===== src/rtl/i2s_adc_receiver_pkg.sv =====
// Shared audio definitions for the I2S ADC receive path: frame-tracking
// states, default word width and LRCK channel encoding.
package i2s_adc_receiver_pkg;

    typedef enum logic [1:0] {
        IDLE  = 2'd0,
        SKIP  = 2'd1,
        SHIFT = 2'd2,
        DONE  = 2'd3
    } i2s_state_e;

    localparam int   SAMPLE_WIDTH_DEF = 16;

    // LRCK level for each channel: low = left, high = right
    localparam logic CH_LEFT  = 1'b0;
    localparam logic CH_RIGHT = 1'b1;

endpackage


===== src/rtl/i2s_adc_receiver_sync_edge_detect.sv =====
// Two-flop synchronizer for an asynchronous codec clock pin, with a third
// flop to derive single-cycle rise and fall strobes in the clk domain.
module sync_edge_detect (
    input  logic clk,
    input  logic rst,
    input  logic i_async,
    output logic o_sync,
    output logic o_rise,
    output logic o_fall
);

    logic r_meta;
    logic r_sync;
    logic r_prev;

    // Synchronize the pin and keep one cycle of history for edge detection
    always_ff @(posedge clk or posedge rst) begin
        if (rst) begin
            r_meta <= 1'b0;
            r_sync <= 1'b0;
            r_prev <= 1'b0;
        end else begin
            r_meta <= i_async;
            r_sync <= r_meta;
            r_prev <= r_sync;
        end
    end

    assign o_sync = r_sync;
    assign o_rise = r_sync & ~r_prev;
    assign o_fall = ~r_sync & r_prev;

endmodule


===== src/rtl/i2s_adc_receiver.sv =====
// I2S ADC receiver: deserializes the codec's ADC stream (codec is clock
// master) into left/right sample pairs presented through a one-deep
// valid/ready output register in the clk domain.
module i2s_adc_receiver
    import i2s_adc_receiver_pkg::*;
#(
    parameter int SAMPLE_WIDTH = SAMPLE_WIDTH_DEF,
    parameter int BITS_PER_CH  = 32
) (
    input  logic                    clk,
    input  logic                    rst,
    input  logic                    aud_bclk,
    input  logic                    aud_adclrck,
    input  logic                    aud_adcdat,
    input  logic                    enable,
    output logic [SAMPLE_WIDTH-1:0] left_sample,
    output logic [SAMPLE_WIDTH-1:0] right_sample,
    output logic                    sample_valid,
    input  logic                    sample_ready,
    output logic                    overrun,
    output logic                    frame_err
);

    localparam int CNT_W = $clog2(BITS_PER_CH + 1);
    localparam logic [CNT_W-1:0] LAST_BIT = CNT_W'(SAMPLE_WIDTH - 1);
    localparam logic [CNT_W-1:0] FULL_CNT = CNT_W'(SAMPLE_WIDTH);

    logic                    w_bclk_lvl_unused;
    logic                    w_bclk_rise;
    logic                    w_bclk_fall_unused;
    logic                    w_lr_sync;
    logic                    w_lr_rise;
    logic                    w_lr_fall;
    logic                    w_lr_edge;

    logic                    r_dat_meta;
    logic                    r_dat_sync;

    i2s_state_e              r_state;
    i2s_state_e              w_state_nxt;

    logic                    w_shift_en;
    logic                    w_word_done;
    logic                    w_frame_err;
    logic                    w_cnt_clr;
    logic [SAMPLE_WIDTH-1:0] w_word;

    logic [SAMPLE_WIDTH-2:0] r_shift;
    logic [CNT_W-1:0]        r_bit_cnt;
    logic [SAMPLE_WIDTH-1:0] r_left_hold;
    logic [SAMPLE_WIDTH-1:0] r_right_hold;
    logic                    r_have_left;
    logic                    r_pair_pend;
    logic                    r_frame_err;

    logic [SAMPLE_WIDTH-1:0] r_left_sample;
    logic [SAMPLE_WIDTH-1:0] r_right_sample;
    logic                    r_sample_valid;
    logic                    r_overrun;

    sync_edge_detect u_bclk_sync (
        .clk     (clk),
        .rst     (rst),
        .i_async (aud_bclk),
        .o_sync  (w_bclk_lvl_unused),
        .o_rise  (w_bclk_rise),
        .o_fall  (w_bclk_fall_unused)
    );

    sync_edge_detect u_lrck_sync (
        .clk     (clk),
        .rst     (rst),
        .i_async (aud_adclrck),
        .o_sync  (w_lr_sync),
        .o_rise  (w_lr_rise),
        .o_fall  (w_lr_fall)
    );

    assign w_lr_edge = w_lr_rise | w_lr_fall;

    // The word including the bit arriving this cycle (MSB first, new bit at LSB)
    assign w_word = {r_shift, r_dat_sync};

    // Data pin needs only the two-flop synchronizer, no edge history
    always_ff @(posedge clk or posedge rst) begin
        if (rst) begin
            r_dat_meta <= 1'b0;
            r_dat_sync <= 1'b0;
        end else begin
            r_dat_meta <= aud_adcdat;
            r_dat_sync <= r_dat_meta;
        end
    end

    // Frame-tracking state register
    always_ff @(posedge clk or posedge rst) begin
        if (rst) begin
            r_state <= IDLE;
        end else begin
            r_state <= w_state_nxt;
        end
    end

    // Next state: any LRCK edge restarts the one-bit-delay skip for the new channel
    always_comb begin
        w_state_nxt = r_state;
        if (!enable) begin
            w_state_nxt = IDLE;
        end else begin
            case (r_state)
                IDLE:    w_state_nxt = w_lr_edge ? SKIP : IDLE;
                SKIP: begin
                    if (w_lr_edge) begin
                        w_state_nxt = SKIP;
                    end else if (w_bclk_rise) begin
                        w_state_nxt = SHIFT;
                    end else begin
                        w_state_nxt = SKIP;
                    end
                end
                SHIFT: begin
                    if (w_lr_edge) begin
                        w_state_nxt = SKIP;
                    end else if (w_bclk_rise && (r_bit_cnt == LAST_BIT)) begin
                        w_state_nxt = DONE;
                    end else begin
                        w_state_nxt = SHIFT;
                    end
                end
                DONE:    w_state_nxt = w_lr_edge ? SKIP : DONE;
                default: w_state_nxt = IDLE;
            endcase
        end
    end

    // Per-state datapath controls: counter clear, shift, word completion, framing error
    always_comb begin
        w_shift_en  = 1'b0;
        w_word_done = 1'b0;
        w_frame_err = 1'b0;
        w_cnt_clr   = 1'b0;
        if (!enable) begin
            w_shift_en  = 1'b0;
            w_word_done = 1'b0;
        end else begin
            case (r_state)
                SKIP: begin
                    if (!w_lr_edge && w_bclk_rise) begin
                        w_cnt_clr = 1'b1;
                    end else begin
                        w_cnt_clr = 1'b0;
                    end
                end
                SHIFT: begin
                    if (w_lr_edge) begin
                        w_frame_err = (r_bit_cnt < FULL_CNT);
                    end else if (w_bclk_rise) begin
                        w_shift_en  = 1'b1;
                        w_word_done = (r_bit_cnt == LAST_BIT);
                    end else begin
                        w_shift_en  = 1'b0;
                    end
                end
                IDLE, DONE: w_cnt_clr = 1'b0;
                default:    w_cnt_clr = 1'b0;
            endcase
        end
    end

    // Shift register, bit counter, per-channel holding registers and pair pairing
    always_ff @(posedge clk or posedge rst) begin
        if (rst) begin
            r_shift      <= '0;
            r_bit_cnt    <= '0;
            r_left_hold  <= '0;
            r_right_hold <= '0;
            r_have_left  <= 1'b0;
            r_pair_pend  <= 1'b0;
            r_frame_err  <= 1'b0;
        end else begin
            r_frame_err <= w_frame_err;
            r_pair_pend <= 1'b0;
            if (w_cnt_clr) begin
                r_bit_cnt <= '0;
            end else if (w_shift_en) begin
                r_bit_cnt <= r_bit_cnt + {{(CNT_W-1){1'b0}}, 1'b1};
            end
            if (w_shift_en) begin
                r_shift <= w_word[SAMPLE_WIDTH-2:0];
            end
            // A new period starts at the left edge; a truncated word breaks the pair
            if (!enable || w_lr_fall || w_frame_err) begin
                r_have_left <= 1'b0;
            end
            if (w_word_done) begin
                case (w_lr_sync)
                    CH_LEFT: begin
                        r_left_hold <= w_word;
                        r_have_left <= 1'b1;
                    end
                    CH_RIGHT: begin
                        r_right_hold <= w_word;
                        r_pair_pend  <= r_have_left;
                        r_have_left  <= 1'b0;
                    end
                    default: r_have_left <= 1'b0;
                endcase
            end
        end
    end

    // Output register: completed pairs always load; overrun flags an unconsumed pair being replaced
    always_ff @(posedge clk or posedge rst) begin
        if (rst) begin
            r_left_sample  <= '0;
            r_right_sample <= '0;
            r_sample_valid <= 1'b0;
            r_overrun      <= 1'b0;
        end else if (enable) begin
            if (r_pair_pend) begin
                r_left_sample  <= r_left_hold;
                r_right_sample <= r_right_hold;
                r_sample_valid <= 1'b1;
                if (r_sample_valid && !sample_ready) begin
                    r_overrun <= 1'b1;
                end
            end else if (r_sample_valid && sample_ready) begin
                r_sample_valid <= 1'b0;
            end
        end
    end

    assign left_sample  = r_left_sample;
    assign right_sample = r_right_sample;
    assign sample_valid = r_sample_valid;
    assign overrun      = r_overrun;
    assign frame_err    = r_frame_err;

endmodule


===== config.mk =====
export PLATFORM = sky130hd
export DESIGN_NAME = i2s_adc_receiver
export DESIGN_NICKNAME = d
export VERILOG_FILES = /design/src/rtl/i2s_adc_receiver_pkg.sv /design/src/rtl/i2s_adc_receiver_sync_edge_detect.sv /design/src/rtl/i2s_adc_receiver.sv
export SDC_FILE = /design/constraint.sdc
export NUM_CORES = 1
export LEC_CHECK = 0
export CAP_MARGIN = 20
export CORE_ASPECT_RATIO = 0.9
export CORE_MARGIN = 1.5
export CORE_UTILIZATION = 55
export CTS_CLUSTER_DIAMETER = 50
export DETAILED_ROUTE_END_ITERATION = 8
export PLACE_DENSITY = 0.9
export SETUP_SLACK_MARGIN = 0.1
export SYNTH_ARGS = -nofsm -noshare
export SYNTH_HDL_FRONTEND = slang
export SYNTH_HIERARCHICAL = 1
export SYNTH_SLANG_ARGS = --single-unit

===== constraint.sdc =====
create_clock -name clk -period 4.9 [get_ports clk]
set_input_delay 1.47 -clock clk [delete_from_list [all_inputs] [get_ports clk]]
set_output_delay 1.47 -clock clk [all_outputs]
set_load 0.02 [all_outputs]

==> run summary, run 1 <==
Maximum clock path buffer count = 2
Max Fclk = 0.329 GHz
Fillers = 486
R2R depth = 4
Final critical-path required period = 3040 ps
Crit path kind = input pin to register
Worst vdd ir = 0.292 mV
Sw frac = 22.3%
Worst Tran Pin Value = 819 ps
Hold path cells = 0
Final #Nets = 308
Final Cycle Share = 61.9%
Cell Area, Synth = 3950 um^2
Min-delay src = r_dat_meta
Crit. End Element = register
Reg2reg start = u_lrck_sync/o_sync
H-Tree Depth = 3
Clock power frac = 37.4%
Share of layout cells above drive strength 1 = 34.4%
Largest net degree at the start of global routing = 52
P per Cell Area = 299 nW/um^2
First-pass detailed-route iteration total = 4
Diode count = 0
# hold bufs at CTS = 0
Non-Filler Cell Area, Final = 4640 um^2
Detailed Route Iter0 Violations = 130
Die X = 92.3 um
TritonCTS clock tree = yes
Status = finished clean
CTS buffer count = 9
Area Growth Syn to Fin = 17.5%
First-pass GRT wire length = 11200 um
Total power = 1390 uW
Final Hold Fails = 0
Area of the multi-input gates = 1360 um^2
Placed cell areas = 4440 um^2
Clk_lat worst skew = 360 ps
Gr ovfl total = 0
All-Layer GR Usage = 18.9%
Commonest non-fill, non-tap cell in the layout = dfrtp_1
Initial antenna violation count = 0
Initial Util = 56.4%
Skew final = 8.19 ps
Critical path startpoint category = input pin
Post-CTS Resized = 0
Combinational Power Share = 2.6%
Post-CTS Setup Inserts = 0
Reg-to-reg endpoint = r_bit_cnt[4]
Worst hold slack = 352 ps
Syn Inst Count = 254
Cells along the critical path = clkdlybuf4s50_1, and4bb_1, nand4_4, mux2_4
# clock sinks = 100
Unrepaired setup endpoints after global routing = no
Worst Hold End = r_dat_sync
Num rows = 29
Worst EP arrival = 3280 ps
Slowest cell delay on critical path = 540 ps
P_leak = 0.00234 uW
Slew margin rel. = 45.3%
Die height = 83.4 um
Final wirelength = 6410 um
Final Util = 66.3%
Avg Inst Size Synth = 15.6 um^2
I/O Buffers = 41
# DRC = 0
Slew Viols, Final = 0
GP Congestion = 0.849
IO Pins = 42
Number of global-route vias before repair = 2230
Worst-path clk slew = 100 ps
Clk root buf = clkbuf_8
CP max FO = 17
Worst path slowest cell = clkdlybuf4s50_1
Hold Crit Class = register to register
Wire per inst = 16.1 um
Worst R2R Setup Slack = 2770 ps
Post-DR vias/cell = 5.49
Data required, critical path = 5150 ps
Vias = 2186
DP HPWL = 4320 um
Number of max-cap violations = 0
Seq pwr share = 60.0%
Psw = 310 uW
Seq. cell area = 2500 um^2
Core footprint = 7000 um^2
Synthesized Nets = 262
Pint = 1080 uW
Die ar. = 7700 um^2
Antenna viol nets, final = 0
Commonest cells after routing, fill and taps aside = 100 x dfrtp_1, 61 x mux2_2, 41 x clkdlybuf4s50_1
Finish-stage setup viols = 0
Final setup TNS = 0 ps
Yosys Warn Count = 6
-- worst max path at each step --
stage | from | endpoint | slack [ps] | cells after the start
after floorplan | rst | frame_err | 980 | 1
after global placement | enable | r_left_hold[4] | 1550 | 4
after detailed placement | enable | r_left_hold[7] | 1470 | 4
after CTS | enable | r_left_hold[0] | 1870 | 4
after global routing | enable | right_sample[7] | 1780 | 4
final | enable | r_left_hold[0] | 1860 | 4
-- critical path: cells and delay by family --
family	cells	cell delay, ps
simple gates	2	840
buf+inv	1	540
mux	1	430
-- layer usage --
| layer | global-route usage, % | part of all wire [%] | vias up | wire [um] |
|---|---|---|---|---|
| met2 | 28.4 | 47 | 57 | 2990 |
| met4 | 3.36 | 0.94 | 0 | 60 |
| met1 | 27.2 | 47 | 1113 | 3030 |
| li1 | - | - | 1006 | - |
| met5 | 0 | 0 | - | 0 |
| met3 | 6.41 | 5.3 | 10 | 340 |
-- area by class of cell --
| type | instances | area share (%) |
|---|---|---|
| multi-input combinational | 137 | 29.3 |
| timing repair buffer | 44 | 9.33 |
| inverter | 8 | 0.674 |
| tap | 93 | 2.51 |
| clock buffer | 9 | 2.67 |
| clock inverter | 7 | 1.64 |
| sequential | 100 | 53.9 |
-- stage by stage --
step / worst slack, ps / cells
detailed placement: 1470 / 382
global placement: 1550 / 382
finish: 1860 / 398
CTS: 1870 / 398
global route: 1780 / 398
floorplan: 981 / 254
-- power groups by stage --
stage               sequential [uW]  combinational [uW]  clock [uW]
detailed placement              851                36.8           0
floorplan                       849                24.2           0
finish                          834                35.7         520
CTS                             834                36.9         531
global placement                850                35.5           0
global route                    836                42.3         571
-- sequential cells by signal, summed over array words and instances, names as in the netlist, 2 cells and up --
register,flops
r_shift,15
r_bit_cnt,6
left_sample,16
r_left_hold,16
r_state,2
right_sample,16
r_right_hold,16
Power figures use the tool's default switching activity.
==> run 2, diff against run 1 <==
- CORE_UTILIZATION: 55 -> 50
- PLACE_DENSITY: 0.9 -> 0.87
- clock period: 4.9 -> 2.5 ns (I/O delays scaled with it)
==> run 2 against run 1 <==
  * Via count fell by 0.55%
  * Critical endpoint is now sample_valid
  * Sequential share of layout area is 1.3 points lower
  * Worst hold slack improved by 2.0 ps
  * Highest routed layer unchanged
  * Critical path type is now register to output port
  * Clock power rose by 100%
==> run summary, run 2 (synthesized netlist as in run 1, its figures left out) <==
Psw = 626 uW
All-Layer GR Usage = 16.5%
Worst vdd ir = 0.442 mV
Worst Tran Pin Value = 513 ps
Crit path buffers/inverters = 1
Final wirelength = 6370 um
Hold Crit Class = register to register
# DRC = 0
Critical path startpoint category = register
# clock sinks = 100
Vias = 2174
Post-CTS Setup Inserts = 0
Slowest cell delay on critical path = 610 ps
Pint = 2130 uW
Crit. End Element = output port
Antenna viol nets, final = 0
Status = finished clean
First-pass detailed-route iteration total = 4
Clk root buf = clkbuf_8
P per Cell Area = 580 nW/um^2
Final critical-path required period = 2100 ps
Unrepaired setup endpoints after global routing = no
Initial Util = 52.1%
Sw frac = 22.7%
Maximum clock path buffer count = 2
IO Pins = 42
DP HPWL = 4370 um
Post-DR vias/cell = 5.33
Die X = 96.7 um
TritonCTS clock tree = yes
P_leak = 0.00239 uW
Post-CTS Resized = 0
GP Congestion = 0.828
Die ar. = 8440 um^2
Seq pwr share = 59.3%
Wire per inst = 15.6 um
CP max FO = 3
Clk_lat worst skew = 360 ps
Final #Nets = 315
Final Cycle Share = 83.8%
Family with the most delay on the worst path = buffers and inverters
Clock power frac = 37.8%
Number of max-cap violations = 0
Max Fclk = 0.477 GHz
Diode count = 0
Final Hold Fails = 0
Crit path kind = register to output port
Worst path slowest cell = clkdlybuf4s50_1
Worst EP arrival = 1350 ps
Slew Viols, Final = 0
Data required, critical path = 1750 ps
H-Tree Depth = 3
Skew final = 9.80 ps
Gr ovfl total = 0
Final setup TNS = 0 ps
Num rows = 30
Combinational Power Share = 2.9%
Slew margin rel. = 65.5%
Core footprint = 7580 um^2
First-pass GRT wire length = 10900 um
Cells along the critical path = clkdlybuf4s50_1
Largest net degree at the start of global routing = 46
Detailed Route Iter0 Violations = 114
Area Growth Syn to Fin = 20.4%
Share of layout cells above drive strength 1 = 35.9%
Initial antenna violation count = 0
Commonest non-fill, non-tap cell in the layout = dfrtp_1
Fillers = 562
CTS buffer count = 9
Number of global-route vias before repair = 2150
I/O Buffers = 41
# hold bufs at CTS = 0
Finish-stage setup viols = 0
Total power = 2760 uW
Commonest cells after routing, fill and taps aside = 100 x dfrtp_1, 61 x mux2_2, 41 x clkdlybuf4s50_1
Die height = 87.3 um
Worst-path clk slew = 100 ps
-- run 2: cell types whose count changed in the layout (fill, tap and decap cells not counted), sizes merged --
cell and change:
buf +7, clkinv -4, clkinvlp +2, inv +2
-- run 2: routing by layer --
layer	vias up	global-route usage [%]	part of all wire, %
li1	1016	-	-
met2	45	25.7	46
met1	1104	23.1	49
met3	9	4.82	4.1
met5	-	0	0
met4	0	3.95	1.0
-- run 2: power by group through the flow --
stage / registers, uW / clock network (uW) / logic [uW]
finish: 1640 / 1040 / 80.0
global route: 1640 / 1140 / 92.4
CTS: 1640 / 1070 / 82.3
detailed placement: 1670 / 0 / 82.4
global placement: 1670 / 0 / 80.7
floorplan: 1670 / 0 / 47.7
-- run 2: per-stage QoR --
| step | area [um^2] | hold WS, ps | setup slack, ps | cells | util [%] |
|---|---|---|---|---|---|
| finish | 4760 | 354 | 404 | 408 | 62.7 |
| global route | 4760 | 372 | 337 | 408 | 62.7 |
| CTS | 4760 | 357 | 386 | 408 | 62.7 |
| detailed placement | 4550 | 336 | 29.0 | 392 | 60.0 |
| global placement | 4550 | 332 | 98.8 | 392 | 60.0 |
| floorplan | 3950 | 331 | 644 | 254 | - |
-- run 2: final timing paths --
kind,startpoint,to,slack [ps],cells after the start
worst min register to register,u_bclk_sync/r_meta,u_bclk_sync/o_sync,350,0
max in group asynchronous,rst,r_shift[9],1290,3
worst max-delay path,sample_valid,sample_valid,400,1
worst max register to register,u_bclk_sync/o_sync,r_shift[9],600,4
worst min-delay path,u_bclk_sync/r_meta,u_bclk_sync/o_sync,350,0
min in group asynchronous,rst,u_bclk_sync/r_meta,670,2
-- run 2: layout make-up --
cell class / count / area, um^2 / area share [%]
clock inverter: 7 / 82.6 / 1.74
sequential: 100 / 2500 / 52.6
timing repair buffer: 51 / 536 / 11.3
tap: 96 / 120 / 2.52
inverter: 8 / 33.8 / 0.710
clock buffer: 9 / 124 / 2.60
multi-input combinational: 137 / 1360 / 28.6
==> run 3, diff against run 2 <==
- CORE_UTILIZATION: 50 -> 55
- PLACE_DENSITY: 0.87 -> 0.9
- clock period: 2.5 -> 1.93 ns (I/O delays scaled with it)
==> run 3 against run 2 <==
  * Core utilization grew 5.7 points
  * Clock skew shrank 1.0 ps
  * Register-to-register slack lost 440 ps
  * Design area grew 0.79%
  * Clock power grew 34%
  * Count of clock-buffer cells in the layout grew 1
  * Die area shrank 8.8%
  * Sequential power grew 29%
  * Critical path type is now input pin to register
  * Largest power group unchanged
==> run summary, run 3 (synthesized netlist as in run 1, its figures left out) <==
Maximum clock path buffer count = 2
Worst EP arrival = 2120 ps
Worst-path clk slew = 90 ps
First-pass GRT wire length = 11400 um
H-Tree Depth = 3
Critical path startpoint category = input pin
Crit path kind = input pin to register
IO Pins = 42
TritonCTS clock tree = yes
Final critical-path required period = 1830 ps
Share of layout cells above drive strength 1 = 37.9%
Commonest non-fill, non-tap cell in the layout = dfrtp_1
Number of max-cap violations = 0
Commonest cells after routing, fill and taps aside = 100 x dfrtp_1, 61 x mux2_2, 35 x dlygate4sd2_1
Wire per inst = 16.2 um
Initial Util = 56.4%
Final Cycle Share = 94.8%
P per Cell Area = 755 nW/um^2
Non-Filler Cell Area, Final = 4790 um^2
Finish-stage setup viols = 0
Final #Nets = 321
Worst Tran Pin Value = 481 ps
Status = finished clean
Diode count = 0
Die X = 92.3 um
First-pass detailed-route iteration total = 4
CP max FO = 7
# clock sinks = 100
# hold bufs at CTS = 0
Final Hold Fails = 0
Reg2reg start = u_lrck_sync/o_sync
P_leak = 0.00261 uW
Hold path cells = 0
# DRC = 0
Min-delay src = u_lrck_sync/r_meta
Hold Crit Class = register to register
DP HPWL = 4360 um
I/O Buffers = 41
CTS buffer count = 9
Slew Viols, Final = 0
Die ar. = 7700 um^2
All-Layer GR Usage = 19.1%
R2R depth = 5
GP Congestion = 0.844
Clk_lat worst skew = 360 ps
Layout Cells excl Fill = 410
Num rows = 29
Worst Hold End = u_lrck_sync/o_sync
Reg-to-reg endpoint = r_right_hold[15]
Initial antenna violation count = 0
Slew margin rel. = 67.6%
Core footprint = 7000 um^2
Placed cell areas = 4580 um^2
Crit. End Element = register
Vias = 2202
Skew final = 8.75 ps
Area Growth Syn to Fin = 21.4%
Final wirelength = 6660 um
Gr ovfl total = 0
Worst R2R Setup Slack = 160 ps
Total power = 3620 uW
Detailed Route Iter0 Violations = 99
Max Fclk = 0.546 GHz
Placed insts = 394
Largest net degree at the start of global routing = 74
Worst vdd ir = 0.537 mV
Die height = 83.4 um
Clk root buf = clkbuf_8
Post-DR vias/cell = 5.37
Worst hold slack = 353 ps
Antenna viol nets, final = 0
Unrepaired setup endpoints after global routing = no
Data required, critical path = 2220 ps
Number of global-route vias before repair = 2262
run 3: cell count changes in the layout (fill, tap and decap cells not counted), moves of 2 or more:
cell / change
buf_4: +6
dlygate4sd2_1: +35
nor4_1: -2
inv_6: -2
clkdlybuf4s50_1: -35
clkinv_2: +2
run 3: critical path: stages:
cell	delay [ps]
clkdlybuf4s50_1	500
buf_4	140
nand4bb_1	170
buf_4	220
nor4_2	300
mux2i_1	210
run 3: per-layer routing:
layer / vias to the layer above / wire length, um / track usage (%)
li1: 1031 / - / -
met1: 1111 / 3060 / 26.6
met2: 53 / 3250 / 28.7
met3: 7 / 288 / 6.32
met4: 0 / 55 / 5.31
met5: - / 0 / 0
run 3: timing repair:
item                       4_1_cts  5_1_grt
pin swaps                        0        0
setup buffers                    0        1
setup endpoints to repair       63       48
resized for setup               39        4
cloned                           0        0
run 3: cell type report:
cell class                      count  area [um^2]
Fill cell                         501         2210
Clock inverter                      5         77.6
Multi-Input combinational cell    137         1400
Inverter                            8         33.8
Clock buffer                       10          128
Tap cell                           93          116
Sequential cell                   100         2500
Timing Repair Buffer               57          537
run 3: stage by stage:
stage / TNS [ps] / setup WS (ps) / util [%]
after CTS: 0 / 104 / 68.0
after detailed placement: -15390 / -356 / 65.5
after floorplan: 0 / 194 / -
final: 0 / 99.5 / 68.5
after global placement: -13390 / -312 / 65.5
after global routing: 0 / 101 / 68.5
run 3: worst max-delay path by stage:
| stage | startpoint | endpoint | slack (ps) |
|---|---|---|---|
| 2_1_floorplan | u_lrck_sync/o_sync | r_right_hold[0] | 190 |
| 5_1_grt | enable | r_bit_cnt[5] | 100 |
| 6_report | enable | r_bit_cnt[5] | 100 |
| 3_3_place_gp | enable | r_shift[4] | -310 |
| 4_1_cts | u_lrck_sync/o_sync | r_shift[12] | 100 |
| 3_5_place_dp | enable | r_shift[0] | -360 |
run 3: where the power goes:
part	total, uW	switching (uW)	internal (uW)
logic	110	68.9	41.0
clock network	1390	672	719
registers	2120	11.6	2110
total	3620	752	2870
